===== src/rtl/xgemac_rx_unloader_if.sv =====
// Signal bundle between the 10G MAC receive FIFO read port, the unloader and the downstream stream.
// master = unloader side, slave = MAC/stream side.
interface xgemac_rx_unloader_if #(
    parameter int CNT_W = 32
) ();
    logic             pkt_rx_avail;
    logic             pkt_rx_ren;
    logic             pkt_rx_val;
    logic             pkt_rx_sop;
    logic             pkt_rx_eop;
    logic             pkt_rx_err;
    logic [63:0]      pkt_rx_data;
    logic [2:0]       pkt_rx_mod;

    logic             out_val;
    logic             out_rdy;
    logic [63:0]      out_data;
    logic             out_sop;
    logic             out_eop;
    logic             out_err;
    logic [2:0]       out_mod;

    logic             ovf;
    logic [CNT_W-1:0] rx_pkt_cnt;
    logic [CNT_W-1:0] rx_err_cnt;

    modport master (
        input  pkt_rx_avail, pkt_rx_val, pkt_rx_sop, pkt_rx_eop, pkt_rx_err,
               pkt_rx_data, pkt_rx_mod, out_rdy,
        output pkt_rx_ren, out_val, out_data, out_sop, out_eop, out_err, out_mod,
               ovf, rx_pkt_cnt, rx_err_cnt
    );

    modport slave (
        output pkt_rx_avail, pkt_rx_val, pkt_rx_sop, pkt_rx_eop, pkt_rx_err,
               pkt_rx_data, pkt_rx_mod, out_rdy,
        input  pkt_rx_ren, out_val, out_data, out_sop, out_eop, out_err, out_mod,
               ovf, rx_pkt_cnt, rx_err_cnt
    );
endinterface


===== src/rtl/xgemac_rx_unloader.sv =====
// Drains packets from the XGEMAC receive FIFO into a 4-entry elastic buffer feeding a valid/ready stream.
// Statistics counters exist only when XGEMAC_RX_STATS_EN is defined.
//
// state | meaning
// IDLE  | no packet being read; wait for pkt_rx_avail
// READ  | issuing pkt_rx_ren until the eop word returns
module xgemac_rx_unloader #(
    parameter int CNT_W      = 32,
    parameter int FIFO_DEPTH = 4
) (
    input  logic                 clk_156m25,
    input  logic                 reset_156m25_n,
    xgemac_rx_unloader_if.master bus
);
    typedef enum logic {IDLE, READ} state_t;

    typedef struct packed {
        logic [63:0] data;
        logic        sop;
        logic        eop;
        logic [2:0]  mod;
        logic        err;
    } word_t;

    state_t      state, state_nxt;
    word_t       mem [4];
    word_t       in_word;
    word_t       head;
    logic [1:0]  wr_ptr, rd_ptr;
    logic [2:0]  count;
    logic        push, pop, full, wr_en, last_word;
    logic        ovf_q;
    logic        ren;

    assign in_word   = '{data: bus.pkt_rx_data, sop: bus.pkt_rx_sop, eop: bus.pkt_rx_eop,
                         mod: bus.pkt_rx_mod, err: bus.pkt_rx_err};
    assign push      = bus.pkt_rx_val;
    assign last_word = bus.pkt_rx_val && bus.pkt_rx_eop;
    assign full      = (count == 3'(FIFO_DEPTH));
    assign wr_en     = push && !full;
    assign pop       = bus.out_val && bus.out_rdy;
    assign head      = mem[rd_ptr];

    always_ff @(posedge clk_156m25 or negedge reset_156m25_n) begin
        if (!reset_156m25_n) begin
            state  <= IDLE;
            wr_ptr <= 2'd0;
            rd_ptr <= 2'd0;
            count  <= 3'd0;
            ovf_q  <= 1'b0;
        end else begin
            state <= state_nxt;
            if (wr_en) wr_ptr <= wr_ptr + 2'd1;
            if (pop)   rd_ptr <= rd_ptr + 2'd1;
            if (wr_en && !pop)      count <= count + 3'd1;
            else if (!wr_en && pop) count <= count - 3'd1;
            if (push && full) ovf_q <= 1'b1;
        end
    end

    // Storage is never reset: emptiness is carried by count, and the outputs are masked when empty.
    always_ff @(posedge clk_156m25) begin
        if (wr_en) mem[wr_ptr] <= in_word;
    end

    // Read enable needs two free entries: one for the word already in flight, one for this request.
    always_comb begin
        state_nxt = state;
        ren       = 1'b0;
        case (state)
            IDLE: begin
                if (bus.pkt_rx_avail) state_nxt = READ;
            end
            READ: begin
                ren = (count <= 3'd2) && !last_word;
                if (last_word) state_nxt = IDLE;
            end
            default: state_nxt = IDLE;
        endcase
    end

    assign bus.pkt_rx_ren = ren;
    assign bus.out_val    = (count != 3'd0);
    assign bus.out_data   = bus.out_val ? head.data : 64'd0;
    assign bus.out_sop    = bus.out_val & head.sop;
    assign bus.out_eop    = bus.out_val & head.eop;
    assign bus.out_err    = bus.out_val & head.err;
    assign bus.out_mod    = bus.out_val ? head.mod : 3'd0;
    assign bus.ovf        = ovf_q;

`ifdef XGEMAC_RX_STATS_EN
    logic [CNT_W-1:0] pkt_cnt, err_cnt;
    localparam logic [CNT_W-1:0] ONE = {{(CNT_W-1){1'b0}}, 1'b1};

    always_ff @(posedge clk_156m25 or negedge reset_156m25_n) begin
        if (!reset_156m25_n) begin
            pkt_cnt <= '0;
            err_cnt <= '0;
        end else if (pop && head.eop) begin
            pkt_cnt <= pkt_cnt + ONE;
            if (head.err) err_cnt <= err_cnt + ONE;
        end
    end

    assign bus.rx_pkt_cnt = pkt_cnt;
    assign bus.rx_err_cnt = err_cnt;
`else
    assign bus.rx_pkt_cnt = {CNT_W{1'b0}};
    assign bus.rx_err_cnt = {CNT_W{1'b0}};
`endif
endmodule


===== src/flat_wrapper.sv =====
// flat-port wrapper written by rule: the top's interface ports become plain ports
module xgemac_rx_unloader_flat 
#(
    parameter int CNT_W      = 32,
    parameter int FIFO_DEPTH = 4
)
  (clk_156m25, reset_156m25_n, bus_pkt_rx_avail, bus_pkt_rx_val, bus_pkt_rx_sop, bus_pkt_rx_eop, bus_pkt_rx_err, bus_pkt_rx_data, bus_pkt_rx_mod, bus_out_rdy, bus_pkt_rx_ren, bus_out_val, bus_out_data, bus_out_sop, bus_out_eop, bus_out_err, bus_out_mod, bus_ovf, bus_rx_pkt_cnt, bus_rx_err_cnt);
  xgemac_rx_unloader_if #(.CNT_W(CNT_W)) bus_i ();
  input  logic clk_156m25;
  input  logic reset_156m25_n;
  input wire logic [$bits(bus_i.pkt_rx_avail)-1:0] bus_pkt_rx_avail;
  input wire logic [$bits(bus_i.pkt_rx_val)-1:0] bus_pkt_rx_val;
  input wire logic [$bits(bus_i.pkt_rx_sop)-1:0] bus_pkt_rx_sop;
  input wire logic [$bits(bus_i.pkt_rx_eop)-1:0] bus_pkt_rx_eop;
  input wire logic [$bits(bus_i.pkt_rx_err)-1:0] bus_pkt_rx_err;
  input wire logic [$bits(bus_i.pkt_rx_data)-1:0] bus_pkt_rx_data;
  input wire logic [$bits(bus_i.pkt_rx_mod)-1:0] bus_pkt_rx_mod;
  input wire logic [$bits(bus_i.out_rdy)-1:0] bus_out_rdy;
  output wire logic [$bits(bus_i.pkt_rx_ren)-1:0] bus_pkt_rx_ren;
  output wire logic [$bits(bus_i.out_val)-1:0] bus_out_val;
  output wire logic [$bits(bus_i.out_data)-1:0] bus_out_data;
  output wire logic [$bits(bus_i.out_sop)-1:0] bus_out_sop;
  output wire logic [$bits(bus_i.out_eop)-1:0] bus_out_eop;
  output wire logic [$bits(bus_i.out_err)-1:0] bus_out_err;
  output wire logic [$bits(bus_i.out_mod)-1:0] bus_out_mod;
  output wire logic [$bits(bus_i.ovf)-1:0] bus_ovf;
  output wire logic [$bits(bus_i.rx_pkt_cnt)-1:0] bus_rx_pkt_cnt;
  output wire logic [$bits(bus_i.rx_err_cnt)-1:0] bus_rx_err_cnt;
  assign bus_i.pkt_rx_avail = bus_pkt_rx_avail;
  assign bus_i.pkt_rx_val = bus_pkt_rx_val;
  assign bus_i.pkt_rx_sop = bus_pkt_rx_sop;
  assign bus_i.pkt_rx_eop = bus_pkt_rx_eop;
  assign bus_i.pkt_rx_err = bus_pkt_rx_err;
  assign bus_i.pkt_rx_data = bus_pkt_rx_data;
  assign bus_i.pkt_rx_mod = bus_pkt_rx_mod;
  assign bus_i.out_rdy = bus_out_rdy;
  assign bus_pkt_rx_ren = bus_i.pkt_rx_ren;
  assign bus_out_val = bus_i.out_val;
  assign bus_out_data = bus_i.out_data;
  assign bus_out_sop = bus_i.out_sop;
  assign bus_out_eop = bus_i.out_eop;
  assign bus_out_err = bus_i.out_err;
  assign bus_out_mod = bus_i.out_mod;
  assign bus_ovf = bus_i.ovf;
  assign bus_rx_pkt_cnt = bus_i.rx_pkt_cnt;
  assign bus_rx_err_cnt = bus_i.rx_err_cnt;
  xgemac_rx_unloader #(.CNT_W(CNT_W), .FIFO_DEPTH(FIFO_DEPTH)) u_core (.clk_156m25(clk_156m25), .reset_156m25_n(reset_156m25_n), .bus(bus_i));
endmodule

===== config.mk =====
export PLATFORM = sky130hd
export DESIGN_NAME = xgemac_rx_unloader_flat
export DESIGN_NICKNAME = d
export VERILOG_FILES = /design/src/rtl/xgemac_rx_unloader_if.sv /design/src/rtl/xgemac_rx_unloader.sv /design/src/flat_wrapper.sv
export SDC_FILE = /design/constraint.sdc
export NUM_CORES = 1
export LEC_CHECK = 0
export ABC_AREA = 1
export CORE_UTILIZATION = 35
export CTS_CLUSTER_DIAMETER = 30
export DETAILED_ROUTE_END_ITERATION = 16
export MAX_ROUTING_LAYER = met4
export PLACE_DENSITY = 0.62
export SLEW_MARGIN = 25
export SYNTH_ARGS = -nofsm -noshare
export SYNTH_HDL_FRONTEND = slang
export SYNTH_SLANG_ARGS = --single-unit

===== constraint.sdc =====
create_clock -name clk_156m25 -period 10.54 [get_ports clk_156m25]
set_input_delay 2.108 -clock clk_156m25 [delete_from_list [all_inputs] [get_ports clk_156m25]]
set_output_delay 2.108 -clock clk_156m25 [all_outputs]
set_load 0.01 [all_outputs]

Yosys cells after proc, flatten, opt, wreduce, memory -nomap -nowiden

Memories as Yosys holds them, arrays and structs flattened.
Cells that the tools add are included.

Bits in registers: 9
Bits in latches: 0
Memory bits (writable): 280
Bits in read-only memories: 0
Bits of input ports: 75
Logic and storage cells: 39
Memories kept: 1

Add/sub/neg operators: 4
Multipliers: 0
Div/mod/pow operators: 0
Order comparisons: 1
Equal/unequal tests: 1
Shifts and indexed selects: 0
Mux-type cells: 10
Bitwise logic cells: 4
Reduce and logical (&&, ||, !) cells: 13

Memories:

| name       | depth | width | read ports | clocked after Yosys merged registers in | wr ports | line                     | source |
|---|---|---|---|---|---|---|---|
| u_core.mem | 4     | 70    | 1          | 0                                       | 1        | xgemac_rx_unloader.sv:26 | `word_t mem [4];` |

Operator list:

| operator              | number |
|---|---|
| $mux W64              | 1 |
| $mux W3               | 3 |
| $logic_and A1 B1 Y1   | 7 |
| $mux W1               | 5 |
| $add A2 B1 Y2 const B | 2 |
| $logic_not A1 Y1      | 4 |
| $add A3 B1 Y3 const B | 1 |
| $and A1 B1 Y1         | 3 |
| $eq A3 B3 Y1 const B  | 1 |
| $le A3 B2 Y1 const B  | 1 |
| $reduce_bool A3 Y1    | 1 |
| $sub A3 B1 Y3 const B | 1 |
| $pmux W1 S2           | 1 |
| $reduce_bool A2 Y1    | 1 |
| $not A1 Y1            | 1 |

Depth between registers and ports, before layout

Depth in word-level cells: 7
Mapped depth: 12
Depth with buffers taken out: 12

Worst setup path after synthesis

OpenSTA, ideal clock, no wires.

Path kind: input port to flip-flop
Start point: in bus_pkt_rx_val
End point: mem u_core.mem[0][0] in the netlist's numbering, enable pin
Library setup time: 499 ps
Data arrival time: 5,192 ps
Setup slack: 4,849 ps
Stages: 2
Path buffers: 0
Cell sequence: nand2_1 -> nor2_1

Word-level cells in the longest chain between the ends: 3

RTL lines:

| item                          | line                     | source |
|---|---|---|
| start: declaration            | flat_wrapper.sv:12       | `input wire logic [$bits(bus_i.pkt_rx_val)-1:0] bus_pkt_rx_val;` |
| $logic_and A1 B1 Y1           | xgemac_rx_unloader.sv:40 | `assign wr_en = push && !full;` |
| $mux W1                       | xgemac_rx_unloader.sv:63 | `if (wr_en) mem[wr_ptr] <= in_word;` |
| $mux W1 (implied by the code) | xgemac_rx_unloader.sv:63 |  |
| end: declaration              | xgemac_rx_unloader.sv:26 |  |

No other way between the ends.

Final worst setup path

Start point: reg u_core.rd_ptr[0]
End point: out bus_out_data[27]

Word-level cells in the longest chain between the ends: 2

RTL lines:

| item                     | line                     | source |
|---|---|---|
| start: declaration       | xgemac_rx_unloader.sv:29 | `logic [1:0] wr_ptr, rd_ptr;` |
| start signal: assignment | xgemac_rx_unloader.sv:54 | `if (pop) rd_ptr <= rd_ptr + 2'd1;` |
| $mem_v2 Z4 W70           | -                        |  |
| $mux W64                 | xgemac_rx_unloader.sv:84 | `assign bus.out_data = bus.out_val ? head.data : 64'd0;` |
| end: declaration         | flat_wrapper.sv:21       | `output wire logic [$bits(bus_i.out_data)-1:0] bus_out_data;` |

No other way between the ends.

==> results.json <==
{
  "wl_per_cell_um": 14.5,
  "synthesis.area_um2": 13200,
  "fillCellCount": 3313,
  "synth_seq_cells": 289,
  "clock.fmax_ghz": 0.170,
  "p_int_mw": 3.61,
  "synth_top_area_share_pct": 63.9,
  "finalHoldViolCount": 0,
  "grt.busiest_layer": "met2",
  "cts_tree": "yes",
  "grt_pass1_vias": 8502,
  "ctsRootBufferMaster": "clkbuf_16",
  "syn_area_per_cell_um2": 10.6,
  "relSlewSlack_pct": 32.1,
  "coreArea_um2": 36800,
  "die_y_um": 196,
  "power_frac_clock_pct": 36.5,
  "critPathArrivalTime_ns": 3.79,
  "drc_errors": 0,
  "leakagePower_nw": 7.22,
  "grt_use_met1_pct": 17.3,
  "gp_congestion": 0.740,
  "grt_max_degree": 81,
  "vdd_drop_max_uv": 188,
  "status": "finished clean",
  "die_w_um": 196,
  "cts_buffers": 66,
  "layout_min_cycle_time_ns": 5.89,
  "powerDensity_nw_per_um2": 319,
  "clkTransAtPathRegs_ns": 0.04,
  "track_usage_pct": 15.6,
  "syn_inst": 1235,
  "pre_cts_slack_ns": 4.95,
  "p_seq_share_pct": 30.5,
  "synth.distinct_cells": 25,
  "num_vias": 8366,
  "rsz0062_at_grt": "no",
  "grt_pass1_wl_um": 44200,
  "fin_ws_ns": 4.65,
  "finalNetCount": 1488,
  "finalSetupTns_ns": 0,
  "drv_slew": 0,
  "path_max_fanout": 77,
  "fin_worst_skew_ns": 0.0164,
  "portBuffers": 147,
  "ff2ff_setup_slack_ns": 7.86,
  "worstPathRequired_ns": 8.43,
  "die_area_um2": 38400,
  "rows": 70,
  "max_slew.worst_pin.slew_ns": 1.02,
  "setup_viol": 0,
  "hpwl_um": 14900,
  "finalCritPeriodShare_pct": 55.9,
  "drt_iter0_drc": 348,
  "comb_power_share_pct": 33.0,
  "post_cts_buffers": 0,
  "switching_power_mw": 1.80,
  "hp-class": "flop to flop",
  "maxCapViolations": 0,
  "worstSkewPairLatency_ns": 0.55,
  "grtUsageMet2_pct": 26.5,
  "total_power_mw": 5.41,
  "ioPinCount": 212,
  "antenna_found_initial": 0,
  "hold_ws_ns": 0.437,
  "cts_resized": 0,
  "crit_path_end_kind": "primary output",
  "synthTopCellsByArea": "edfxtp_1, nand2_1, inv_1",
  "yosys.area.top_type": "edfxtp_1",
  "cts_hold_buf": 0,
  "cts-htree-levels": 3,
  "area_growth_pct": 29.1,
  "initial_core_util_pct": 35.7,
  "critPathKind": "flop to primary output",
  "cts_buffer_depth": 3,
  "grt_overflow": 0,
  "drt_pass1_iterations": 4,
  "met3_usage_pct": 3.85,
  "ys_warn_count": 0,
  "p_sw_share_pct": 33.3,
  "ant_nets": 0,
  "final_layout_size_suffix_gt1_share_pct": 19.1,
  "drt-total-wl_um": 28000,
  "start_kind": "flop",
  "yosysSeqAreaShare_pct": 65.7,
  "via_per_inst": 4.34,
  "antenna_cells": 0,
  "cts.sinks": 289
}
-- cell usage in the layout, fill, tap and decap left out, types with 3 or more instances in the layout --
cell type and n:
a21oi_1 42, clkdlybuf4s50_1 147, inv_1 208, edfxtp_1 280
o21ai_1 3, clkinv_1 7, buf_4 10, conb_1 64
dfrtp_1 7, clkinv_4 6, bufinv_16 8, inv_2 86
clkinv_2 11, nor2_4 4, clkinv_8 3, nand2_1 278
nand2_2 19, inv_6 4, nand3_1 125, nand3_2 20
a21oi_2 28, clkbuf_16 66, clkbuf_1 9, clkinvlp_4 10
ha_1 5
-- registers in the layout, summed over array words and instances (netlist names) --
signal          cells
u_core.mem        280
u_core.bus.ovf      1
u_core.count        3
u_core.wr_ptr       2
u_core.rd_ptr       2
u_core.state        1
-- final timing paths --
kind                             startpoint          endpoint  depth (start not counted)
max in group asynchronous    reset_156m25_n  u_core.rd_ptr[0]                          1
min reg2reg                    u_core.state      u_core.state                          1
min                            u_core.state      u_core.state                          1
max reg2reg                u_core.rd_ptr[0]  u_core.rd_ptr[0]                          4
max                        u_core.rd_ptr[0]  bus_out_data[27]                          6
min in group asynchronous    reset_156m25_n  u_core.wr_ptr[0]                          1
-- synthesized netlist by cell type --
cell type and instances:
edfxtp_1 280, nand2_1 278, inv_1 208, nand3_1 125, inv_2 88, buf_4 66, a21oi_1 42, a21oi_2 28
buf_2 24, nand3_2 20, nand2_2 19, buf_6 11, clkbuf_1 10, dfrtp_1 9, buf_1 6, ha_1 5
nor2_1 4, o21ai_1 3, clkinv_1 2, xnor2_1 2, a211oi_1 1, conb_1 1, fa_1 1, nand4_1 1
o21bai_1 1
-- routing by layer --
metal	up-vias	wire, um
met5	-	0
met4	0	704
met3	53	1520
met2	254	14000
met1	3912	11800
li1	4147	-
-- per-stage QoR --
step / cell area, um^2 / utilization (%) / std cells
after floorplan: 13400 / - / 1298
after global placement: 14800 / 40.1 / 1807
after detailed placement: 14800 / 40.1 / 1807
after CTS: 17000 / 46.1 / 1928
after global routing: 17000 / 46.2 / 1928
final: 17000 / 46.2 / 1928
-- critical path, stage by stage (launching register included) --
cell	delay (ns)
dfrtp_4	0.74
inv_4	0.69
buf_4	0.84
nand2_1	0.12
nand3_1	0.11
a21oi_1	0.09
clkdlybuf4s50_1	0.53
-- area by class of cell --
type	count	area (um^2)	share of cell area (%)
clock buffers	75	1690	9.93
inverters	298	1120	6.62
flip-flops and latches	289	8640	50.9
repair buffers	158	1560	9.18
well taps	468	586	3.45
clock inverters	46	519	3.06
multi-input cells	594	2870	16.9
-- kinds of logic (layout without fill, tap and decap cells) --
| kind of cell | Yosys count | after routing | share of synthesized area (%) |
|---|---|---|---|
| XOR/XNOR | 2 | 2 | 0.133 |
| AND/OR/NAND/NOR | 447 | 447 | 15.3 |
| flip-flops | 289 | 289 | 65.7 |
| buffers and inverters | 415 | 577 | 14.6 |
| other | 1 | 64 | 0.0285 |
| AO/OA/AOI/OAI | 75 | 75 | 3.69 |
| adder cells (fa/ha/maj) | 6 | 6 | 0.628 |
-- power by group through the flow --
stage / logic (mW) / registers, mW / clock network, mW
CTS: 1.83 / 1.66 / 2.02
floorplan: 1.11 / 1.61 / 0
global placement: 1.79 / 1.67 / 0
detailed placement: 1.82 / 1.67 / 0
global route: 1.97 / 1.68 / 2.07
finish: 1.79 / 1.65 / 1.98
Note: power is estimated with default switching activity, not from simulation.
